**config.mk**
```make
export PLATFORM = sky130hd
export DESIGN_NAME = rr_arbiter_4
export DESIGN_NICKNAME = d
export VERILOG_FILES = /design/src/rtl/rr_arbiter_4.sv
export SDC_FILE = /design/constraint.sdc
export NUM_CORES = 1
export LEC_CHECK = 0
export ABC_AREA = 1
export CAP_MARGIN = 20
export CORE_ASPECT_RATIO = 0.75
export CORE_MARGIN = 5
export CORE_UTILIZATION = 54
export CTS_CLUSTER_DIAMETER = 50
export DETAILED_ROUTE_END_ITERATION = 7
export GPL_TIMING_DRIVEN = 0
export PLACE_DENSITY_LB_ADDON = 0.3
export SKIP_LAST_GASP = 1
export SLEW_MARGIN = 30
export SYNTH_ARGS = -nofsm -noshare
export SYNTH_HDL_FRONTEND = slang
export SYNTH_SLANG_ARGS = --single-unit
```
**constraint.sdc**
```tcl
create_clock -name clk -period 1.6 [get_ports clk]
set_input_delay 0.16 -clock clk [delete_from_list [all_inputs] [get_ports clk]]
set_output_delay 0.16 -clock clk [all_outputs]
set_load 0.01 [all_outputs]
```
**src/rtl/rr_arbiter_4.sv**
```systemverilog
// Four-client round-robin arbiter with grant hold, hold limit and registered one-hot/encoded grant.
// The rotation pointer advances only after a grant ends, so the client just served drops to lowest priority.
module rr_arbiter_4 #(
   parameter int unsigned MAX_HOLD = 15,
   parameter int unsigned HOLD_W   = 4
) (
   input  logic       clk,
   input  logic       rst_n,
   input  logic       en,
   input  logic [3:0] req,
   output logic [3:0] gnt,
   output logic [1:0] gnt_idx,
   output logic       gnt_valid,
   output logic       timeout
);

   typedef enum logic [1:0] {
      IDLE    = 2'd0,
      GRANT   = 2'd1,
      RELEASE = 2'd2
   } state_t;

   localparam logic [HOLD_W-1:0] HOLD_LAST = HOLD_W'(MAX_HOLD - 1);

   state_t            state_r,    state_s;
   logic [1:0]        ptr_r,      ptr_s;
   logic [1:0]        owner_r,    owner_s;
   logic [HOLD_W-1:0] hold_cnt_r, hold_cnt_s;
   logic [3:0]        gnt_r,      gnt_s;
   logic [1:0]        idx_r,      idx_s;
   logic              valid_r,    valid_s;
   logic              timeout_r,  timeout_s;
   logic [1:0]        winner_s;

   function automatic logic [1:0] pick_winner(input logic [3:0] r, input logic [1:0] p);
      logic [1:0] w;
      logic [1:0] cand;
      logic       found;
      w     = p;
      found = 1'b0;
      for (int i = 0; i < 4; i++) begin
         cand  = p + 2'(i);
         w     = (!found && r[cand]) ? cand : w;
         found = found | r[cand];
      end
      return w;
   endfunction

   function automatic logic [3:0] onehot(input logic [1:0] i);
      return 4'b0001 << i;
   endfunction

   assign winner_s = pick_winner(req, ptr_r);

   // Next-state and next-output logic for the arbitration FSM.
   always_comb begin
      state_s    = state_r;
      ptr_s      = ptr_r;
      owner_s    = owner_r;
      hold_cnt_s = hold_cnt_r;
      gnt_s      = gnt_r;
      idx_s      = idx_r;
      valid_s    = valid_r;
      timeout_s  = 1'b0;
      case (state_r)
         IDLE: begin
            if (en && (req != 4'b0000)) begin
               state_s    = GRANT;
               owner_s    = winner_s;
               gnt_s      = onehot(winner_s);
               idx_s      = winner_s;
               valid_s    = 1'b1;
               hold_cnt_s = '0;
            end else begin
               gnt_s   = 4'b0000;
               idx_s   = 2'b00;
               valid_s = 1'b0;
            end
         end
         GRANT: begin
            // Disable and request drop outrank the hold limit, so they never flag a timeout.
            if (!en || !req[owner_r]) begin
               state_s = RELEASE;
               gnt_s   = 4'b0000;
               idx_s   = 2'b00;
               valid_s = 1'b0;
            end else if (hold_cnt_r == HOLD_LAST) begin
               state_s   = RELEASE;
               gnt_s     = 4'b0000;
               idx_s     = 2'b00;
               valid_s   = 1'b0;
               timeout_s = 1'b1;
            end else begin
               hold_cnt_s = hold_cnt_r + HOLD_W'(1);
            end
         end
         RELEASE: begin
            state_s = IDLE;
            ptr_s   = owner_r + 2'd1;
            gnt_s   = 4'b0000;
            idx_s   = 2'b00;
            valid_s = 1'b0;
         end
         default: begin
            state_s = IDLE;
            gnt_s   = 4'b0000;
            idx_s   = 2'b00;
            valid_s = 1'b0;
         end
      endcase
   end

   // State and output registers with asynchronous clear.
   always_ff @(posedge clk or negedge rst_n) begin
      if (!rst_n) begin
         state_r    <= IDLE;
         ptr_r      <= 2'd0;
         owner_r    <= 2'd0;
         hold_cnt_r <= '0;
         gnt_r      <= 4'b0000;
         idx_r      <= 2'b00;
         valid_r    <= 1'b0;
         timeout_r  <= 1'b0;
      end else begin
         state_r    <= state_s;
         ptr_r      <= ptr_s;
         owner_r    <= owner_s;
         hold_cnt_r <= hold_cnt_s;
         gnt_r      <= gnt_s;
         idx_r      <= idx_s;
         valid_r    <= valid_s;
         timeout_r  <= timeout_s;
      end
   end

   assign gnt       = gnt_r;
   assign gnt_idx   = idx_r;
   assign gnt_valid = valid_r;
   assign timeout   = timeout_r;

endmodule

```
# Yosys cells after proc, flatten, opt, wreduce, memory -nomap -nowiden
# Cells that the tools add are included.
# W data, S select, Z words.
dict set report word_totals {
  register_bits 18
  elab_cells 80
}
dict set report op_classes {
  magnitude_cmp 5
  addsub 5
  shift 1
  n_reduce_logical 16
  muxes 36
  n_eq_ne 7
  bitwise 2
}
# operator count
set ops {}
lappend ops {{$mux W4} 6}
lappend ops {{$mux W2} 9}
lappend ops {{$pmux W4 S2} 2}
lappend ops {{$lt A2 B3 Y1 const B} 5}
lappend ops {{$mux W1} 11}
lappend ops {{$bmux W1 S2} 5}
lappend ops {{$pmux W2 S2} 2}
lappend ops {{$ne A2 B2 Y1 const B} 3}
lappend ops {{$logic_not A1 Y1} 5}
lappend ops {{$add A2 B1 Y2 const B} 2}
lappend ops {{$add A2 B2 Y2 const B} 2}
lappend ops {{$add A4 B1 Y4 const B} 1}
lappend ops {{$eq A4 B4 Y1 const B} 1}
lappend ops {{$logic_and A1 B1 Y1} 4}
lappend ops {{$reduce_and A2 Y1} 2}
lappend ops {{$reduce_and A4 Y1} 1}
lappend ops {{$reduce_bool A4 Y1} 1}
lappend ops {{$shl A1 B2 Y4 const A} 1}
lappend ops {{$ne A3 B3 Y1 const B} 1}
lappend ops {{$eq A2 B1 Y1 const B} 1}
lappend ops {{$eq A2 B2 Y1 const B} 1}
lappend ops {{$logic_not A2 Y1} 1}
lappend ops {{$or A1 B1 Y1} 2}
lappend ops {{$pmux W1 S2} 1}
lappend ops {{2 further kinds} 2}

# Depth between registers and ports, before layout
# Gate-level depths: netlist (run 1).
dict set report depth {
  word_depth 11
  mapped_depth 14
  depth_no_buf 13
}

# Least setup slack after synthesis (run 1)
# Ideal clock, no wire load.
dict set report synth_path {
  path_kind {reg2reg}
  startpoint {register ptr_r[1]}
  endpoint {register owner_r[0]}
  t_arrival_ns 1.340
  stages_incl_launch_ff 14
  synth_period_minus_slack_ns 1.477
  n_path_buf 1
  setup_ns 0.138
  path_slack_ns 0.123
  cell_sequence {dfrtp_1 -> buf_4 -> inv_4 -> nand2_1 -> nand2_1 -> nand2_1 -> nand2_4 -> nand2_1 -> nand2_1 -> nand2_1 -> nand2_1 -> nand2_2 -> nor2_4 -> a21oi_1}
}
dict set report synth_between {
  elab_chain_len 8
  word_cells_on_any_way 22
  classes_between {add/sub: 3; mux: 11; bitwise: 2; reduce/logical: 6}
}
# element line_no
set synth_rtl {}
lappend synth_rtl {{start, declared} 26} ;# logic [1:0] ptr_r, ptr_s;
lappend synth_rtl {{start signal, assigned} 126} ;# ptr_r <= ptr_s;
lappend synth_rtl {{$add A2 B1 Y2} 42} ;# cand = p + 2'(i);
lappend synth_rtl {{$bmux W1 S2} {43, 44}}
lappend synth_rtl {{$mux W1 (implied by the code)} {43, 44}}
lappend synth_rtl {{$or A1 B1 Y1} 44} ;# found = found | r[cand];
lappend synth_rtl {{$logic_not A1 Y1 or $or A1 B1 Y1 (tied branches)} {43, 44}}
lappend synth_rtl {{$logic_and A1 B1 Y1 or $logic_not A1 Y1 (tied branches)} 43} ;# w = (!found && r[cand]) ? cand : w;
lappend synth_rtl {{$mux W2 or $logic_and A1 B1 Y1 (tied branches)} 43}
lappend synth_rtl {{$mux W2 (*)} 43}
lappend synth_rtl {{end signal, assigned} 127} ;# owner_r <= owner_s;
lappend synth_rtl {{end, declared} 27} ;# logic [1:0] owner_r, owner_s;
# Every way passes the cells marked *; elsewhere a longest branch is shown, timed or not. The select of a mux whose other input is x is not followed.
# A chain may end at the register's enable or synchronous reset.

# Worst setup path after layout (run 1)
dict set report layout_path {
  startpoint {register ptr_r[0]}
  endpoint {register idx_r[1], in the netlist gnt_idx[1]}
}
dict set report layout_between {
  elab_chain_len 10
  word_cells_on_any_way 24
  classes_between {add/sub: 3; mux: 13; bitwise: 2; reduce/logical: 6}
}
# element line_no
set layout_rtl {}
lappend layout_rtl {{$add A2 B1 Y2} 42}
lappend layout_rtl {{$bmux W1 S2} {43, 44}}
lappend layout_rtl {{$mux W1 (implied by the code)} {43, 44}}
lappend layout_rtl {{$or A1 B1 Y1} 44}
lappend layout_rtl {{$logic_not A1 Y1 or $or A1 B1 Y1 (tied branches)} {43, 44}}
lappend layout_rtl {{$logic_and A1 B1 Y1 or $logic_not A1 Y1 (tied branches)} 43}
lappend layout_rtl {{$mux W2 or $logic_and A1 B1 Y1 (tied branches)} 43}
lappend layout_rtl {{$mux W2 (*)} 43}
lappend layout_rtl {{$mux W2 (*)} 67} ;# if (en && (req != 4'b0000)) begin
lappend layout_rtl {{$pmux W2 S2 (*)} 65} ;# case (state_r)
lappend layout_rtl {{end signal, assigned} 130} ;# idx_r <= idx_s;
lappend layout_rtl {{end, declared} 30} ;# logic [1:0] idx_r, idx_s;
# Marks and branches as above.

==> flow_summary.toml, run 1 <==
[placement]
dp.cells = 211
portBuffers = 14
routabilityCongestion = 0.820
dp_hpwl_um = 2030

[worst_setup_path]
reg2reg_slack_ps = -110
cp_num_buf_inv = 2
cp.arrival_ps = 1910
slowest_stage = "dfrtp_2"
critical_path_class = "reg -> reg"
rr_worst_depth = 13
worstPathRequired_ps = 1800
crit_chain = "inv_4 -> buf_8 -> nand2_2 -> nand2_2 -> nand2_2 -> nand2_4 -> nand3_1 -> nand2_2 -> nand2_1 -> nand2_1 -> nand2_2 -> nand2_2 -> nand2_1"
r2r-start = "ptr_r[0]"
cpPeakStageDelay_ps = 460
cp_max_fo = 8
rr_endpoint = "gnt_idx[1]"
end_kind = "flop"
cpMostUsedCell = "nand2_2"
crit_path_start_kind = "flop"
path_delay_family = "simple AND/OR/NAND/NOR gates"

[final_layout]
diodes = 0
layout-drive-gt1-share_pct = 36.9
fin_cells = 227
finalNetCount = 213
syn2layout_area_growth_pct = 41.4
nFillCells = 110

[synth]
syn_area_um2 = 1200
yosysWarnings = 0
synth_compound_area_share_pct = 4.17
synth-xor-area-share_pct = 1.46
synthCells = 173
yosysMostFrequentCell = "nand2_1"
synth_area_leaders = "dfrtp_1, nand2_1, nand3_1"
synth_top_area_share_pct = 37.5
synth_top_family_by_area = "simple AND/OR/NAND/NOR gates"
avgSynthCellArea_um2 = 6.94
yosys_most_used_dff = "dfrtp_1"
ys_async_sr_fraction_pct = 100
syn_nets = 182
netlist-cell-type-count = 25
synthTopCellsByCount = "nand2_1, nand3_1, dfrtp_1"
ys_ff_latch = 18
synthMuxAreaShare_pct = 0
ys_seq_area_share_pct = 37.5
yosys.area_share.simple_pct = 48.3
yosys.area_share.adder_pct = 2.08
yosysTopAreaCell = "dfrtp_1"
synth_edf_count = 0

[sta]
finalSetupTns_ps = -555
drv_slew = 0
fin_skew_ps = 12.3
clock.fmax_mhz = 585
max_slew_margin_pct = 47.4
max_slew.worst_pin.slew_ps = 786
final_hold_viol_count = 0
rsz0062_at_grt = "true"
setup_viol = 7
fin_crit_ps = 1710
period_share_pct = 107
fin_ws_ps = -111
whs_ps = 299

[clock_tree]
cts_buffers = 3
clk_latency_ps = 300
ctsHoldBuffers = 0
clk_pin_slew_ps = 110
cts_max_level = 1
ctsRootBufferMaster = "clkbuf_4"
clock_sinks = 18
cts_tree = "yes"
max-clock-path-buffers = 2

[hold_path]
hold_path_class = "in -> async"

[detailed_routing]
drt_pass1_iterations = 8
wl_per_cell_um = 17.0
via_per_inst = 6.08
drc_errors = 0
drtIter0Drc = 136
vias = 1381
wl_um = 3850
ant_nets = 0

[die]
die_x_um = 64.5
fp.dieH_um = 50.8
initial_utilization_pct = 58.1
core_area_um2 = 2070
dieArea_um2 = 3280
num_rows = 14
io_pins = 15

[power_and_ir_drop]
power_leakage_uw = 0.000874
power_uw = 3610
worst_ir_drop_vdd_v = 0.00110
p_per_area_nw_per_um2 = 2130

[grt]
grt_max_degree = 19
grt_pass1_vias = 1125
grt_pass1_wl_um = 5030
grt_usage_pct = 19.0
grt_antenna_before_repair = 0
grt_remaining_overflow = 0

[outcome]
status = "complete, but fails checks"
violations = "negative setup slack"

[job]
max_cap_violations = 0
## state kept, by name, summed over array words and instances (netlist names)
register    flops
timeout         1
gnt_valid       1
state_r         2
owner_r         2
gnt             4
ptr_r           2
hold_cnt_r      4
gnt_idx         2
## repair_timing
item,4_1_cts,5_1_grt
setup endpoints to repair,12,11
gates resized for setup,11,52
pin swaps,6,18
setup buffers,4,8
## power breakdown
group	internal, uW	switching (uW)
clock network	139	147
logic	998	1570
registers	617	143
total	1750	1860
## routing by layer
metal	track usage (%)	wire length, um	share of wire, %	vias up
met5	0	0	0	-
met4	2.46	145	3.8	0
met3	4.39	381	9.9	24
met2	31.7	1890	49	97
met1	26.1	1440	37	644
li1	-	-	-	616
## kinds of logic (layout without fill, tap and decap cells)
logic type / count (synthesis) / count (layout)
AOI/OAI and AO/OA: 10 / 10
DFF: 18 / 18
xor gates and xnor gates: 2 / 2
and+or+nand+nor: 125 / 125
adders and majority gates: 2 / 2
buffers and inverters: 16 / 46
## cell usage in the layout, fill, tap and decap left out, drive strengths merged, types with 2 or more instances in the layout
| master | n |
|---|---|
| a21oi | 2 |
| nand2 | 85 |
| buf | 15 |
| nor2 | 8 |
| clkbuf | 5 |
| clkdlybuf4s50 | 14 |
| o21ai | 8 |
| inv | 11 |
| nand3 | 27 |
| dfrtp | 18 |
| nand4 | 3 |
| ha | 2 |
## through the flow
step                      setup slack [ps]  utilization, %  instance area (um^2)
after CTS                             1.25            70.9                  1470
after global routing                  -202            82.1                  1700
after detailed placement              -298            66.3                  1370
final                                 -111            82.1                  1700
after global placement                -229            66.3                  1370
after floorplan                        123               -                  1200
## how the worst max path moves through the flow
stage / from / end / slack, ps / cells after the start
2_1_floorplan: ptr_r[1] / owner_r[0] / 120 / 13
3_3_place_gp: req[1] / hold_cnt_r[0] / -230 / 9
3_5_place_dp: req[1] / gnt_idx[0] / -300 / 9
4_1_cts: ptr_r[0] / owner_r[1] / 1 / 13
5_1_grt: ptr_r[0] / gnt_idx[1] / -200 / 13
6_report: ptr_r[0] / gnt_idx[1] / -110 / 13
## area by class of cell
| type | count | area (um^2) | area share, % |
|---|---|---|---|
| inverters | 12 | 60.1 | 3.54 |
| multi-input cells | 139 | 838 | 49.4 |
| well taps | 24 | 30.0 | 1.77 |
| repair buffers | 26 | 238 | 14.0 |
| flip-flops and latches | 18 | 453 | 26.7 |
| plain buffers | 4 | 42.5 | 2.51 |
| clock buffers | 4 | 36.3 | 2.14 |
Power figures use the tool's default switching activity.
==> run 2, diff against run 1 <==
- MAX_ROUTING_LAYER: default -> met4
- TNS_END_PERCENT: default -> 10
==> run 2 against run 1 <==
Net effect: the flow still finishes with violations (negative setup slack); non-clock buffer count shrank 5; power decreased by 9.0%; via count fell by 7.1%; combinational power is 12% lower; clock skew decreased by 3.5 ps; sequential share of layout area rose by 1.5 points; first-iteration DRC count decreased by 8.8%; utilization decreased by 4.7 points; die area unchanged; hold slack improved by 8.5 ps; highest routed layer unchanged.
==> flow_summary.toml, run 2 (synthesis gave the netlist of run 1 again) <==
[outcome]
status = "complete, but fails checks"
violations = "negative setup slack"

[worst_setup_path]
crit_path_start_kind = "flop"
rr_worst_depth = 13
cp_max_fo = 6
worstPathRequired_ps = 1800
cp.arrival_ps = 1910
reg2reg_slack_ps = -110
critical_path_class = "reg -> reg"
end_kind = "flop"

[die]
die_x_um = 64.5
core_area_um2 = 2070
dieArea_um2 = 3280
io_pins = 15
num_rows = 14
initial_utilization_pct = 58.1
fp.dieH_um = 50.8

[clock_tree]
cts_buffers = 3
ctsHoldBuffers = 0
max-clock-path-buffers = 2
cts_max_level = 1
clock_sinks = 18
cts_tree = "yes"
clk_pin_slew_ps = 110
ctsRootBufferMaster = "clkbuf_4"
clk_latency_ps = 300

[sta]
fin_ws_ps = -108
setup_viol = 7
fin_crit_ps = 1710
drv_slew = 0
finalSetupTns_ps = -521
max_slew.worst_pin.slew_ps = 797
fin_skew_ps = 8.86
clock.fmax_mhz = 585
rsz0062_at_grt = "true"
period_share_pct = 107
final_hold_viol_count = 0
max_slew_margin_pct = 46.7

[final_layout]
finalNetCount = 208
final_common_cell = "nand2_1"
layout-drive-gt1-share_pct = 30.8
fin_cells = 222
final_cell_mix = "nand2_1, nand2_2, nand3_1"
diodes = 0
syn2layout_area_growth_pct = 33.3

[power_and_ir_drop]
power_leakage_uw = 0.000826
worst_ir_drop_vdd_v = 0.00109
p_per_area_nw_per_um2 = 2050

[grt]
grt_usage_pct = 19.1
grt_pass1_wl_um = 4930
grt_pass1_vias = 1086
grt_remaining_overflow = 0
grt_antenna_before_repair = 0
grt_max_degree = 19

[job]
max_cap_violations = 0

[detailed_routing]
ant_nets = 0
drtIter0Drc = 124
vias = 1283
via_per_inst = 5.78
wl_um = 3140
wl_per_cell_um = 14.1
drc_errors = 0
drt_pass1_iterations = 4

[placement]
dp_hpwl_um = 2030
portBuffers = 14
routabilityCongestion = 0.832
dp.cells = 211
pre_cts_slack_ps = -298

[hold_path]
hold_path_class = "in -> async"
==> run 2: cell types whose count changed in the layout (fill, tap and decap cells not counted), sizes merged <==
cell    change
buf         -5
clkinv      -1
inv         +1
==> run 2: stage by stage <==
stage               util (%)  hold WS (ps)  total power, uW  instance area (um^2)
finish                  77.5           308             3290                  1600
global route            77.5           390             3570                  1600
CTS                     69.1           341             2770                  1430
detailed placement      66.3           458             2440                  1370
global placement        66.3           456             2370                  1370
floorplan                  -          -136             2010                  1200
==> run 2: layer usage <==
layer / track usage (%) / vias up / share of wire (%)
met3: 4.39 / 6 / 8.5
met2: 29.6 / 74 / 49
li1: - / 608 / -
met5: - / - / 0
met1: 26.5 / 595 / 41
met4: 2.46 / 0 / 1.1
==> run 2: worst max-delay path, cell delays in order, from the launching register on <==
cell and delay (ps):
dfrtp_2 460, buf_6 140, nand2_2 80, nand2_4 80, nand2_2 100, nand2_4 90
nor2_8 190, nand2_2 70, nand2_2 90, nand2_2 70, nand2_2 70, nand2_2 70
nand2_2 70, nand2_1 50
==> run 2: report_power, final <==
part	internal, uW	switching, uW	leakage (uW)
Clock	139	148	0.0000210
Combinational	876	1380	0.000568
Sequential	615	129	0.000237
Total	1630	1660	0.000826
==> run 2: what timing repair did <==
item | in CTS | in global routing
gates resized for setup | 4 | 40
pin swaps | 2 | 21
setup buffers | 2 | 5
setup endpoints to repair | 12 | 11
==> run 2: final cells by class <==
type / instances / area [um^2]
Timing Repair Buffer: 21 / 200
Clock buffer: 4 / 36.3
Tap cell: 24 / 30.0
Fill cell: 146 / 465
Buffer: 4 / 37.5
Multi-Input combinational cell: 139 / 796
Inverter: 12 / 50.0
Sequential cell: 18 / 452
==> run 2: final timing paths <==
check	start	end
worst min-delay path	rst_n	gnt_idx[0]
worst min register to register	gnt_valid	gnt_valid
worst max register to register	ptr_r[0]	owner_r[1]
max in group asynchronous	rst_n	ptr_r[0]
worst max-delay path	ptr_r[0]	owner_r[1]
min in group clk	gnt_valid	gnt_valid
==> run 3, diff against run 2 <==
- ABC_CLOCK_PERIOD_IN_PS: default -> 1600
- CAP_MARGIN: 20 -> 5
==> results of run 3 <==
Final layout, timing and power as in run 2 (identical DEF).
